File: config.mk
export PLATFORM = sky130hd
export DESIGN_NAME = mem_arbiter_flat
export DESIGN_NICKNAME = d
export VERILOG_FILES = /design/src/rtl/mem_arbiter_if.sv /design/src/rtl/mem_arbiter.sv /design/src/flat_wrapper.sv
export SDC_FILE = /design/constraint.sdc
export NUM_CORES = 1
export LEC_CHECK = 0
export ABC_AREA = 1
export CORE_AREA = 2 2 103 105
export CTS_BUF_LIST = sky130_fd_sc_hd__clkbuf_16
export DETAILED_ROUTE_END_ITERATION = 8
export DIE_AREA = 0 0 105 107
export PLACE_DENSITY = 0.81
export SYNTH_ARGS = -nofsm -noshare
export SYNTH_HDL_FRONTEND = slang
export SYNTH_SLANG_ARGS = --single-unit
File: constraint.sdc
create_clock -name clk -period 1.5 [get_ports clk]
set_clock_uncertainty 0.1 [all_clocks]
set_input_delay 0.3 -clock clk [delete_from_list [all_inputs] [get_ports clk]]
set_output_delay 0.3 -clock clk [all_outputs]
set_load 0.01 [all_outputs]
File: src/rtl/mem_arbiter_if.sv
// Shared single-port memory bus between the arbiter (master) and memory (slave).
// Latency: none, plain wires; the request is held until the memory acknowledges it.
// Backpressure: memory stalls the master by withholding mem_ack; it may ack in the request cycle.
interface mem_arbiter_if;
   logic        mem_req;
   logic        mem_we;
   logic [31:0] mem_addr;
   logic [31:0] mem_wdata;
   logic        mem_ack;
   logic [31:0] mem_rdata;

   modport master (
      output mem_req, mem_we, mem_addr, mem_wdata,
      input  mem_ack, mem_rdata
   );

   modport slave (
      input  mem_req, mem_we, mem_addr, mem_wdata,
      output mem_ack, mem_rdata
   );
endinterface

File: src/rtl/mem_arbiter.sv
// Shares one memory port between instruction fetch and data access (FETCH/EXEC/COMMIT).
// Latency: 3 cycles per instruction with zero-wait memory, plus memory wait states.
// Backpressure: core held by stall until COMMIT; optional abort via MEM_ARB_TIMEOUT_EN.
module mem_arbiter #(
   parameter int TIMEOUT = 15
) (
   input  logic                 clk,
   input  logic                 reset,        // asynchronous, active low
   input  logic [31:0]          pc,
   input  logic                 Mem_read,
   input  logic                 Mem_write,
   input  logic [31:0]          a_data_mem,
   input  logic [31:0]          w_data_mem,
   output logic [31:0]          instr,
   output logic [31:0]          r_data_mem,
   output logic                 stall,
   output logic                 bus_err,
   mem_arbiter_if.master        mem
);

   localparam logic [1:0] ST_FETCH  = 2'd0;
   localparam logic [1:0] ST_EXEC   = 2'd1;
   localparam logic [1:0] ST_COMMIT = 2'd2;

   // Instruction substituted when a fetch is aborted (addi x0,x0,0).
   localparam logic [31:0] NOP_INSTR = 32'h0000_0013;

   logic [1:0]  r_state;
   logic [31:0] r_instr;
   logic [31:0] r_rdata;

   logic w_is_mem;
   logic w_rd_only;
   logic w_mem_req;
   logic w_ack;
   logic w_abort;

   // Request decode; reset gates the request so it drops the instant reset asserts.
   always_comb begin
      w_is_mem  = Mem_read | Mem_write;
      w_rd_only = Mem_read & ~Mem_write;   // read+write together is a write
      w_mem_req = reset & ((r_state == ST_FETCH) ||
                           ((r_state == ST_EXEC) && w_is_mem));
      w_ack     = mem.mem_ack & w_mem_req; // acks without a request are ignored
   end

   // Memory bus drive: address/data come from state and stalled core inputs, so they hold until ack.
   always_comb begin
      mem.mem_req   = w_mem_req;
      mem.mem_we    = w_mem_req & (r_state == ST_EXEC) & Mem_write;
      mem.mem_addr  = (r_state == ST_EXEC) ? a_data_mem : pc;
      mem.mem_wdata = (r_state == ST_EXEC) ? w_data_mem : 32'h0;
   end

`ifdef MEM_ARB_TIMEOUT_EN
   localparam int CW = $clog2(TIMEOUT + 1);

   logic [CW-1:0] r_tmo_cnt;
   logic          r_bus_err;

   // Abort at the end of the TIMEOUT-th cycle spent waiting for an ack.
   assign w_abort = w_mem_req & ~mem.mem_ack & (r_tmo_cnt == CW'(TIMEOUT - 1));
   assign bus_err = r_bus_err;

   // Wait counter: counts unacknowledged request cycles, clears whenever the state moves on.
   always_ff @(posedge clk or negedge reset) begin
      if (!reset) begin
         r_tmo_cnt <= '0;
      end else if (!w_mem_req || w_ack || w_abort) begin
         r_tmo_cnt <= '0;
      end else begin
         r_tmo_cnt <= r_tmo_cnt + 1'b1;
      end
   end

   // Sticky error flag, only reset clears it.
   always_ff @(posedge clk or negedge reset) begin
      if (!reset) begin
         r_bus_err <= 1'b0;
      end else if (w_abort) begin
         r_bus_err <= 1'b1;
      end
   end
`else
   logic w_unused_tmo;

   assign w_abort      = 1'b0;
   assign bus_err      = 1'b0;
   assign w_unused_tmo = (TIMEOUT == 0);
`endif

   // Main FSM: fetch, optional data access, one-cycle commit window for the core.
   always_ff @(posedge clk or negedge reset) begin
      if (!reset) begin
         r_state <= ST_FETCH;
         r_instr <= 32'h0;
         r_rdata <= 32'h0;
      end else begin
         case (r_state)
            ST_FETCH: begin
               if (w_ack) begin
                  r_instr <= mem.mem_rdata;
                  r_state <= ST_EXEC;
               end else if (w_abort) begin
                  r_instr <= NOP_INSTR;
                  r_state <= ST_EXEC;
               end
            end
            ST_EXEC: begin
               if (!w_is_mem) begin
                  r_state <= ST_COMMIT;
               end else if (w_ack) begin
                  if (w_rd_only) begin
                     r_rdata <= mem.mem_rdata;
                  end
                  r_state <= ST_COMMIT;
               end else if (w_abort) begin
                  if (w_rd_only) begin
                     r_rdata <= 32'h0;
                  end
                  r_state <= ST_COMMIT;
               end
            end
            ST_COMMIT: begin
               r_state <= ST_FETCH;
            end
            default: begin
               r_state <= ST_FETCH;
            end
         endcase
      end
   end

   assign instr      = r_instr;
   assign r_data_mem = r_rdata;
   assign stall      = (r_state != ST_COMMIT);

endmodule

File: src/flat_wrapper.sv
// flat-port wrapper written by rule: the top's interface ports become plain ports
module mem_arbiter_flat 
#(
   parameter int TIMEOUT = 15
)
  (clk, reset, pc, Mem_read, Mem_write, a_data_mem, w_data_mem, instr, r_data_mem, stall, bus_err, mem_mem_req, mem_mem_we, mem_mem_addr, mem_mem_wdata, mem_mem_ack, mem_mem_rdata);
  mem_arbiter_if mem_i ();
  input  logic clk;
  input  logic reset;
  input  logic [31:0] pc;
  input  logic Mem_read;
  input  logic Mem_write;
  input  logic [31:0] a_data_mem;
  input  logic [31:0] w_data_mem;
  output logic [31:0] instr;
  output logic [31:0] r_data_mem;
  output logic stall;
  output logic bus_err;
  output wire logic [$bits(mem_i.mem_req)-1:0] mem_mem_req;
  output wire logic [$bits(mem_i.mem_we)-1:0] mem_mem_we;
  output wire logic [$bits(mem_i.mem_addr)-1:0] mem_mem_addr;
  output wire logic [$bits(mem_i.mem_wdata)-1:0] mem_mem_wdata;
  input wire logic [$bits(mem_i.mem_ack)-1:0] mem_mem_ack;
  input wire logic [$bits(mem_i.mem_rdata)-1:0] mem_mem_rdata;
  assign mem_mem_req = mem_i.mem_req;
  assign mem_mem_we = mem_i.mem_we;
  assign mem_mem_addr = mem_i.mem_addr;
  assign mem_mem_wdata = mem_i.mem_wdata;
  assign mem_i.mem_ack = mem_mem_ack;
  assign mem_i.mem_rdata = mem_mem_rdata;
  mem_arbiter #(.TIMEOUT(TIMEOUT)) u_core (.clk(clk), .reset(reset), .pc(pc), .Mem_read(Mem_read), .Mem_write(Mem_write), .a_data_mem(a_data_mem), .w_data_mem(w_data_mem), .instr(instr), .r_data_mem(r_data_mem), .stall(stall), .bus_err(bus_err), .mem(mem_i));
endmodule
Yosys cells after proc, flatten, opt, wreduce, memory -nomap -nowiden
Cells that the tools add are included.

Eq/ne operators: 4. Reduce and logical (&&, ||, !) cells: 6. Bitwise operators: 7. Mux-type cells: 6.

Operators with widths (count): $mux 32 (2); $mux 2 (3); $and 1x1->1 (5); $pmux 2 s2 (1); $reduce_and 2->1 (2); $reduce_and 4->1 (1); $ne 3x3->1 const B (1); $eq 2x1->1 const B (1); $logic_not 2->1 (1); $ne 2x1->1 const B (1); $ne 2x2->1 const B (1); $logic_and 1x1->1 (1); $logic_or 1x1->1 (1); $not 1->1 (1); $or 1x1->1 (1).

Word-level logic and storage cells: 26. Register bits after elaboration: 66. Output and inout port bits: 132.

Logic depth before layout (Yosys ltp)
Gate-level depths: netlist of the first run.

Depth after elaboration: 8. Mapped depth: 8. Gate-level depth less buffers: 7.

Worst setup path before layout of the first run
OpenSTA, ideal clock, no wires.

Kind: register -> output. Start point: reg u_core.r_state[1]. End point: out mem_mem_wdata[10]. Arrival: 1094 ps. Slack: 6 ps. Stages on the path, launching flop included: 6. Buffers on the path: 2. Required time: 1100 ps. Path through: dfrtp_1 > inv_2 > nand2_1 > buf_2 > buf_2 > nor2_1.

Cells in the longest elaborated chain, start to end: 2.

Ends and longest elaborated chain: start: declaration (line mem_arbiter.sv:28) `logic [1:0] r_state;`; start signal: assignment (line mem_arbiter.sv:95) `r_state <= ST_FETCH;`; start signal: assignment (line mem_arbiter.sv:103) `r_state <= ST_EXEC;`; start signal: assignment (line mem_arbiter.sv:106) `r_state <= ST_EXEC;`; $eq 2x1->1 (line mem_arbiter.sv:52) `mem.mem_wdata = (r_state == ST_EXEC) ? w_data_mem : 32'h0;`; $mux 32 (line mem_arbiter.sv:52); end: declaration (line flat_wrapper.sv:22) `output wire logic [$bits(mem_i.mem_wdata)-1:0] mem_mem_wdata;`.

Every way passes these cells.

Worst setup path after layout of the first run
Start point: reg u_core.r_state[1]. End point: out mem_mem_addr[13].

Cells in the longest elaborated chain, start to end: 2.

Ends and longest elaborated chain: $eq 2x1->1 (line mem_arbiter.sv:51) `mem.mem_addr = (r_state == ST_EXEC) ? a_data_mem : pc;`; $mux 32 (line mem_arbiter.sv:51); end: declaration (line flat_wrapper.sv:21) `output wire logic [$bits(mem_i.mem_addr)-1:0] mem_mem_addr;`.

Every way passes these cells.

==> results.md, run 1 <==
* Hold_ws at 0.3203 ns
* Number of setup violations in the final report at around 130
* CTS tree: built
* Seq/Total Area, Yosys at around 49%
* Drt wl/cell at around 20 um
* I/O Buffers at 263
* Share of layout cells above drive strength 1 at 45.06%
* Via/cell ratio at about 4.8
* Status: complete, but fails checks
* Clock tree buffer depth at 2
* First-pass GRT wire length at around 24000 um
* Number of global-route vias before repair at 4401
* DR vias at 4503
* Fillers at between 600 and 700
* Remaining DRCs at 0
* Busiest grt layer: met2
* Post-DP HPWL at 10730 um
* DRT antenna net count at 0
* Rows at 37
* Clk Latency, worst-skew pair at 0.32 ns
* CTS H-tree lvls at 3
* M1 GR Usage at a little under a third
* Gr ovfl total at 0
* CP required at 1.10 ns
* Max_cap viols at 0
* Post-layout nets at 927
* CP endpoint kind: primary output
* Worst vdd ir at between 1000 and 1500 uV
* Chip Height at 107 um
* #FFs+latches synth at 66
* Gpl congestion at 0.8778
* Clock sinks at 66
* Reg-to-reg startpoint: u_core.r_state[1]
* Final min period at 1.996 ns
* Global Route met3 Usage at approximately 8.5%
* CTS clk-pin slew, worst paths at around 0.060 ns
* Mapped Nets at 605
* All-Layer GR Usage at 28.11%
* Mean post-synth cell area at 7.104 um2
* Distinct cells, synth at 18
* Cells on worst reg2reg path at 12
* Final total power at 14450 uW
* Core area at approximately 10000 um2
* Hold Fails Final Rpt at 0
* Critical path, cell by cell: buf_6 > nor2_4 > buf_6 > buf_12 > buf_6 > nand2_2 > nand2_2 > buf_6
* Largest stage delay on the critical path at 0.41 ns
* DR iter-0 viols at 225
* Flop2flop setup slack at -0.42 ns
* Largest net degree at the start of global routing at 67
* Fmax at between 0.5 and 0.6 GHz
* Period utilization at 133.1%
* Worst-Margin Slew at 0.8380 ns
* Worst setup SP type: register
* Area delta synth->final at 147.1%
* Initial antenna violation count at 3
* Drt first pass iters at 4
* Die X at 105 um
* Most used cell, CP: buf_6
* CP Class: reg2out
* CTS buffer count at 9
* Mapped cell area at 3353 um2
* Worst Path Arrival at between 1.5 and 2 ns
* PnR worst setup slack at -0.4958 ns
* Final Max Slew Viols at 0
* Final WL at 18460 um
* Mapped Cells at 472
* Initial Utilization at between 30% and 40%
* Reg2reg end: u_core.r_data_mem[25]
* Lkg Pwr at 0.004288 uW
* IO Pins at approximately 270
* RSZ-0062 raised after global routing: true
* M2 GR Usage at 51.07%
* Class of the worst hold path: in2async
* Pwr/cell area at around 1700 nW/um2
* Violated checks: negative setup slack
* Slowest library cell on the worst path: dfrtp_1
* Relative slew slack at 44.13%
* Worst-path maximum fanout at 7
* Yosys Warn Count at 0
* Root buffer cell: clkbuf_16
* Die area at 11240 um2
[routing by layer]
metal / vias up / wire length (um)
met1: 2176 / 6846
met5: - / 16
met3: 36 / 1255
met4: 2 / 494
met2: 219 / 9850
li1: 2070 / -
[how the worst max path moves through the flow]
stage,start,end,slack (ns)
5_1_grt,u_core.r_state[1],mem_mem_addr[13],-0.54
6_report,u_core.r_state[1],mem_mem_addr[13],-0.50
2_1_floorplan,u_core.r_state[1],mem_mem_wdata[10],0.006
3_3_place_gp,Mem_read,mem_mem_we,-0.67
4_1_cts,u_core.r_state[1],mem_mem_addr[3],-0.43
3_5_place_dp,Mem_read,mem_mem_we,-0.68
[cells by family (layout without fill, tap and decap cells)]
family / after synthesis / after routing / share of synthesized area (%)
AO/OA/AOI/OAI: 34 / 34 / 5.075
other: 1 / 3 / 0.1118
flip-flops: 66 / 66 / 49.25
AND/OR/NAND/NOR: 272 / 273 / 32.87
buffers and inverters: 99 / 425 / 12.69
[metrics by stage]
stage	setup slack [ns]	cell area [um2]	util, %	std cells	TNS (ns)
finish	-0.4958	8285	82.10	937	-43.29
global route	-0.5417	8285	82.10	937	-51.22
CTS	-0.4276	7152	70.87	913	-33.21
detailed placement	-0.6830	6211	61.54	864	-43.50
global placement	-0.6685	6211	61.54	864	-40.06
floorplan	0.006018	3353	-	472	0
[power by group]
group | leakage (uW) | internal [uW] | switching (uW)
Sequential | 0.000840 | 2550 | 697
Clock | 0.000139 | 1270 | 760
Combinational | 0.00331 | 4830 | 4350
Total | 0.00429 | 8650 | 5810
[final cells by class]
cell class | count | area (um2) | area share, %
Antenna cell | 2 | 5.005 | 0.06040
Clock buffer | 9 | 225.2 | 2.718
Multi-Input combinational cell | 308 | 2237 | 27.00
Timing Repair Buffer | 337 | 3665 | 44.23
Clock inverter | 7 | 61.31 | 0.7400
Inverter | 72 | 270.3 | 3.262
Sequential cell | 66 | 1652 | 19.93
Tap cell | 136 | 170.2 | 2.054
[critical path: cells and delay by family (launching register included)]
family,cells,cell delay [ns]
buffers and inverters,5,0.61
DFF,1,0.41
and+or+nand+nor,3,0.24
[cell usage after synthesis]
| cell type | n | area, um2 |
|---|---|---|
| buf_1 | 1 | 3.750 |
| buf_2 | 13 | 65.06 |
| buf_4 | 4 | 30.03 |
| buf_6 | 3 | 33.78 |
| clkbuf_1 | 6 | 22.52 |
| conb_1 | 1 | 3.750 |
| dfrtp_1 | 66 | 1652 |
| inv_1 | 70 | 262.8 |
| inv_2 | 2 | 7.510 |
| nand2_1 | 200 | 750.7 |
| nand3_1 | 34 | 170.2 |
| nand4_1 | 1 | 6.260 |
| nand4_4 | 1 | 21.27 |
| nor2_1 | 32 | 120.1 |
| nor2_2 | 1 | 6.260 |
| nor2_4 | 2 | 22.52 |
| nor3_1 | 1 | 5.000 |
| o21ai_0 | 34 | 170.2 |
[placed cells by master (no fill, tap or decap), types with 26 or more instances in the layout]
master and count:
clkdlybuf4s50_1 130, nand2_2 90, buf_6 75, inv_1 68
dfrtp_1 66, dlygate4sd2_1 64, nand2_1 56, nand2_4 53
nand3_1 32, nor2_4 26
[registers in the layout (all words and copies together) (netlist names)]
register / cells
u_core.r_data_mem: 32
u_core.instr: 32
u_core.r_state: 2
[timing repair]
action	in CTS	in global routing
hold buffers	0	0
gates cloned	13	9
resized for setup	492	267
buffers inserted	23	21
pin swaps	20	21
setup endpoints to repair	163	133
No activity file was read; power rests on OpenSTA's default activity.
==> run 2, diff against run 1 <==
- CTS_CLUSTER_DIAMETER: unset -> 50
- PLACE_DENSITY: 0.81 -> unset
- PLACE_DENSITY_LB_ADDON: unset -> 0.25
==> results.md, run 2 (synthesis results as in run 1) <==
* Share of layout cells above drive strength 1 at 30.17%
* Relative slew slack at 42.37%
* Period utilization at 126.2%
* Chip Height at 107 um
* Lkg Pwr at 0.003959 uW
* Critical path, cell by cell: inv_4 > nand2_8 > buf_12 > buf_16 > nand2_2 > nand2_1 > buf_2
* Final WL at around 16000 um
* Worst setup SP type: register
* CTS clk-pin slew, worst paths at ~0.06 ns
* All-Layer GR Usage at 27.63%
* Drt wl/cell at 17.81 um
* CTS Hold Buffers Added at 0
* First-pass GRT wire length at 23830 um
* Violated checks: negative setup slack
* Worst-Margin Slew at 0.8644 ns
* Commonest non-fill, non-tap cells in the layout: 130 x nand2_1, 130 x clkdlybuf4s50_1, 68 x inv_1
* Pwr/cell area at about 1700 nW/um2
* Class of the worst hold path: in2async
* Drt first pass iters at 6
* Largest net degree at the start of global routing at 67
* Max_cap viols at 0
* CP endpoint kind: primary output
* Clock sinks at 66
* Fmax at 0.5281 GHz
* Hold Fails Final Rpt at 0
* CTS tree: built
* Post-DP Area at ~6200 um2
* DRT antenna net count at 0
* DR iter-0 viols at ~210
* Flop2flop setup slack at -0.35 ns
* CP required at 1.10 ns
* Area delta synth->final at 116.7%
* Clk Latency, worst-skew pair at 0.33 ns
* Net load switching power at 4812 uW
* Via/cell ratio at 4.602
* Rows at 37
* Gr ovfl total at 0
* Core area at between 10000 and 15000 um2
* Slowest library cell on the worst path: dfrtp_2
* Gpl congestion at 0.9301
* Fin util at 72.01%
* I/O Buffers at 263
* Clock share of power at between 10% and 20%
* Worst-path maximum fanout at 7
* Worst vdd ir at roughly 920 uV
* IO Pins at 265
* CP Class: reg2out
* Initial antenna violation count at 11
* CTS H-tree lvls at 3
* PnR worst setup slack at -0.3935 ns
* DR vias at between 4000 and 5000
* Status: complete, but fails checks
* RSZ-0062 raised after global routing: true
* Final Max Slew Viols at 0
* Post-layout nets at approximately 900
* Clock tree buffer depth at 2
* Design Area, Final at 7267 um2
* Final min period at ~1.9 ns
* Die area at 11240 um2
* Number of setup violations in the final report at 106
* Comb power frac at 56.6%
* Hold_ws at around 0.28 ns
* Number of global-route vias before repair at 4357
* Remaining DRCs at 0
* Root buffer cell: clkbuf_16
* CTS buffer count at 9
* Post-DP HPWL at 11340 um
* Initial Utilization at 33.23%
* Reg power frac at between 20% and 30%
* Switch share at roughly two fifths
* Die X at 105 um
* Final total power at roughly 12000 uW
* Largest stage delay on the critical path at between 0.4 and 0.5 ns
* Cell internal pwr at around 7500 uW
* Worst Path Arrival at 1.49 ns
-- run 2: repair_timing --
action,4_1_cts,5_1_grt
setup buffers,14,4
resized for setup,354,177
gates cloned,6,5
pin swaps,4,24
setup endpoints to repair,164,133
-- run 2: layout make-up --
cell class	count	area, um2
repair buffers	308	3093
fillers	826	2825
multi-input cells	307	1733
flip-flops and latches	66	1653
inverters	72	272.8
clock buffers	9	225.2
well taps	136	170.2
clock inverters	7	97.59
diodes	9	22.52
-- run 2: path summary, 6_finish.rpt --
path,startpoint,to,cells after the start
worst max-delay path,u_core.r_state[1],mem_mem_addr[26],7
worst min-delay path,reset,u_core.r_state[1],3
worst max register to register,u_core.r_state[1],u_core.r_data_mem[8],11
worst min register to register,u_core.r_data_mem[0],u_core.r_data_mem[0],2
max in group asynchronous,reset,u_core.r_state[1],3
min in group clk,u_core.r_data_mem[0],u_core.r_data_mem[0],2
-- run 2: worst max-delay path, delay by kind of cell, from the launching register on --
family / cells / cell delay, ns
buffers and inverters: 4 / 0.52
DFF: 1 / 0.45
and+or+nand+nor: 3 / 0.19
-- run 2: power by group through the flow --
stage / registers (uW) / clock network [uW] / logic (uW)
3_5_place_dp: 3000 / 0 / 6080
6_report: 3020 / 2300 / 6940
3_3_place_gp: 2970 / 0 / 5980
4_1_cts: 2960 / 2360 / 6070
2_1_floorplan: 3320 / 0 / 1930
5_1_grt: 3110 / 2430 / 7430
-- run 2: through the flow --
step	TNS, ns	instances	setup slack [ns]
2_1_floorplan	0	472	0.006018
4_1_cts	-33.40	900	-0.4697
5_1_grt	-35.73	912	-0.4454
3_5_place_dp	-44.20	866	-0.6810
6_report	-29.55	914	-0.3935
3_3_place_gp	-42.32	866	-0.6437
-- run 2: routing by layer --
metal	global-route usage (%)	vias up	wire length [um]
li1	-	2009	-
met1	31.15	1984	6266
met2	45.83	181	8115
met3	12.22	28	1487
met4	11.24	4	380
met5	0	-	25
==> run 3, diff against run 2 <==
- CORE_AREA: 2 2 103 105 -> unset
- CORE_ASPECT_RATIO: unset -> 1.2
- CORE_MARGIN: unset -> 4
- CORE_UTILIZATION: unset -> 34
- DIE_AREA: 0 0 105 107 -> unset
- SLEW_MARGIN: unset -> 20
==> results.md, run 3 (synthesis results as in run 1) <==
* Status: complete, but fails checks
* Violated checks: negative setup slack
* Remaining DRCs at 0
* Initial antenna violation count at 4
* Via/cell ratio at 4.932
* Routed wl met3 at about 1200 um
* First-pass GRT wire length at 24550 um
* CTS buffer count at 9
* Highest metal used: met4
* Class of the worst hold path: in2async
* Slowest library cell on the worst path: dfrtp_1
* Initial Utilization at 35.06%
* DR iter-0 viols at between 150 and 200
* Final WL at 18460 um
* Largest stage delay on the critical path at 0.44 ns
* IO Pins at 265
* Final Max Slew Viols at 0
* CP endpoint kind: primary output
* Gpl congestion at 1.003
* RSZ-0062 raised after global routing: true
* Drt first pass iters at 4
* Core area at about 9600 um2
* Drt wl/cell at 20.20 um
* Post-layout nets at 914
* Period utilization at 134.7%
* Lkg Pwr at 0.004163 uW
* Wire length on met2 at 9517 um
* Share of layout cells above drive strength 1 at 41.35%
* CP Class: reg2out
* CTS H-tree lvls at 3
* Switch share at 40.39%
* Pwr/cell area at 1731 nW/um2
* Clock sinks at 66
* Final min period at 2.021 ns
* Net load switching power at around 5500 uW
* Worst-Margin Slew at 0.7345 ns
* Cell internal pwr at 8113 uW
* Cell total after placement at 854
* Max_cap viols at 0
* Chip Height at 116.8 um
* Reg power frac at 23.7%
* Comb power frac at 61.0%
* Largest net degree at the start of global routing at 58
* Post-DP Area at approximately 6200 um2
* Commonest non-fill, non-tap cells in the layout: 131 x clkdlybuf4s50_1, 81 x nand2_1, 71 x nand2_2
* I/O Buffers at between 200 and 300
* Fmax at 0.4948 GHz
* Rows at 39
* Worst Path Arrival at 1.62 ns
* CTS clk-pin slew, worst paths at 0.05 ns
* Finished Layout Cells at slightly above 900
* Wl on met1 at roughly 6800 um
* Number of global-route vias before repair at 4442
* Clock tree buffer depth at 2
* Post-DP HPWL at 11860 um
* Worst setup SP type: register
* Worst-path maximum fanout at 7
* Die area at 11520 um2
* DR vias at 4508
* Clk Latency, worst-skew pair at about 0.32 ns
* Gr ovfl total at 0
* Die X at 98.66 um
* All-Layer GR Usage at about 28%
* Design Area, Final at 7864 um2
* Relative slew slack at 51.03%
* Fillers at 592
* Hold_ws at 0.2768 ns
* DRT antenna net count at 0
* Root buffer cell: clkbuf_16
* Critical path, cell by cell: inv_2 > nand2_8 > buf_12 > clkbuf_16 > nand2_2 > nand2_1 > buf_2
* CTS tree: built
* Hold Fails Final Rpt at 0
* Most common cell after layout, fill and taps aside: clkdlybuf4s50_1
* CP required at around 1.1 ns
* PnR worst setup slack at -0.5210 ns
* Area delta synth->final at 134.5%
* Clock share of power at 15.3%
* Worst vdd ir at 1159 uV
* Number of setup violations in the final report at 132
[run 3: changes by cell type in the layout (fill, tap and decap cells not counted), moves of 9 or more]
cell,previous run,this run
nand2_4,28,47
o21ai_2,1,23
nand2_2,40,71
nand2_1,130,81
buf_6,39,53
buf_2,37,28
o21ai_0,25,0
[run 3: cell type report]
class / instances / area (um2) / share of cell area (%)
Clock buffer: 9 / 225.2 / 2.864
Sequential cell: 66 / 1652 / 21.00
Tap cell: 123 / 153.9 / 1.957
Timing Repair Buffer: 325 / 3379 / 42.98
Clock inverter: 7 / 68.82 / 0.8751
Inverter: 72 / 270.3 / 3.437
Antenna cell: 5 / 12.51 / 0.1591
Multi-Input combinational cell: 307 / 2102 / 26.73
[run 3: worst paths after layout]
check                                 startpoint               endpoint  slack, ns  cells past startpoint
max in group asynchronous                  reset      u_core.r_state[0]       0.38                      3
min in group clk           u_core.r_data_mem[14]  u_core.r_data_mem[14]       0.37                      2
min reg2reg                u_core.r_data_mem[14]  u_core.r_data_mem[14]       0.37                      2
min                                        reset  u_core.r_data_mem[17]       0.28                      3
max reg2reg                    u_core.r_state[0]   u_core.r_data_mem[6]      -0.34                     11
max                            u_core.r_state[1]        mem_mem_addr[4]      -0.52                      7
[run 3: metrics by stage]
step / setup WS (ns) / total power, uW / utilization [%] / setup TNS, ns
after floorplan: 0.006018 / 5248 / - / 0
after global placement: -0.6126 / 9108 / 65.27 / -42.04
after detailed placement: -0.6398 / 9232 / 65.27 / -44.82
after CTS: -0.4562 / 11770 / 72.06 / -40.67
after global routing: -0.5659 / 14340 / 82.20 / -50.75
final: -0.5210 / 13610 / 82.22 / -43.75
[run 3: power groups by stage]
| stage | registers (uW) | logic (uW) | clock network, uW |
|---|---|---|---|
| after floorplan | 3320 | 1930 | 0 |
| after global placement | 2970 | 6140 | 0 |
| after detailed placement | 3000 | 6230 | 0 |
| after CTS | 2960 | 6720 | 2090 |
| after global routing | 3310 | 8830 | 2200 |
| final | 3220 | 8300 | 2080 |
[run 3: routing by layer]
metal | global-route usage [%] | vias to the layer above
met5 | 0 | -
met4 | 13.39 | 0
met3 | 7.469 | 65
met2 | 49.98 | 211
met1 | 30.68 | 2187
li1 | - | 2045
[run 3: critical path: cells and delay by family (launching register included)]
| family | cells | cell delay, ns |
|---|---|---|
| buffers and inverters | 4 | 0.60 |
| and+or+nand+nor | 3 | 0.25 |
| DFF | 1 | 0.44 |
[run 3: timing repair]
| item | in CTS | in global routing |
|---|---|---|
| pin swaps | 8 | 18 |
| resized for setup | 439 | 257 |
| buffers inserted | 18 | 10 |
| setup endpoints to repair | 163 | 133 |
| hold endpoints to repair | 9 | 0 |
| hold buffers | 1 | 0 |
| cloned | 9 | 13 |
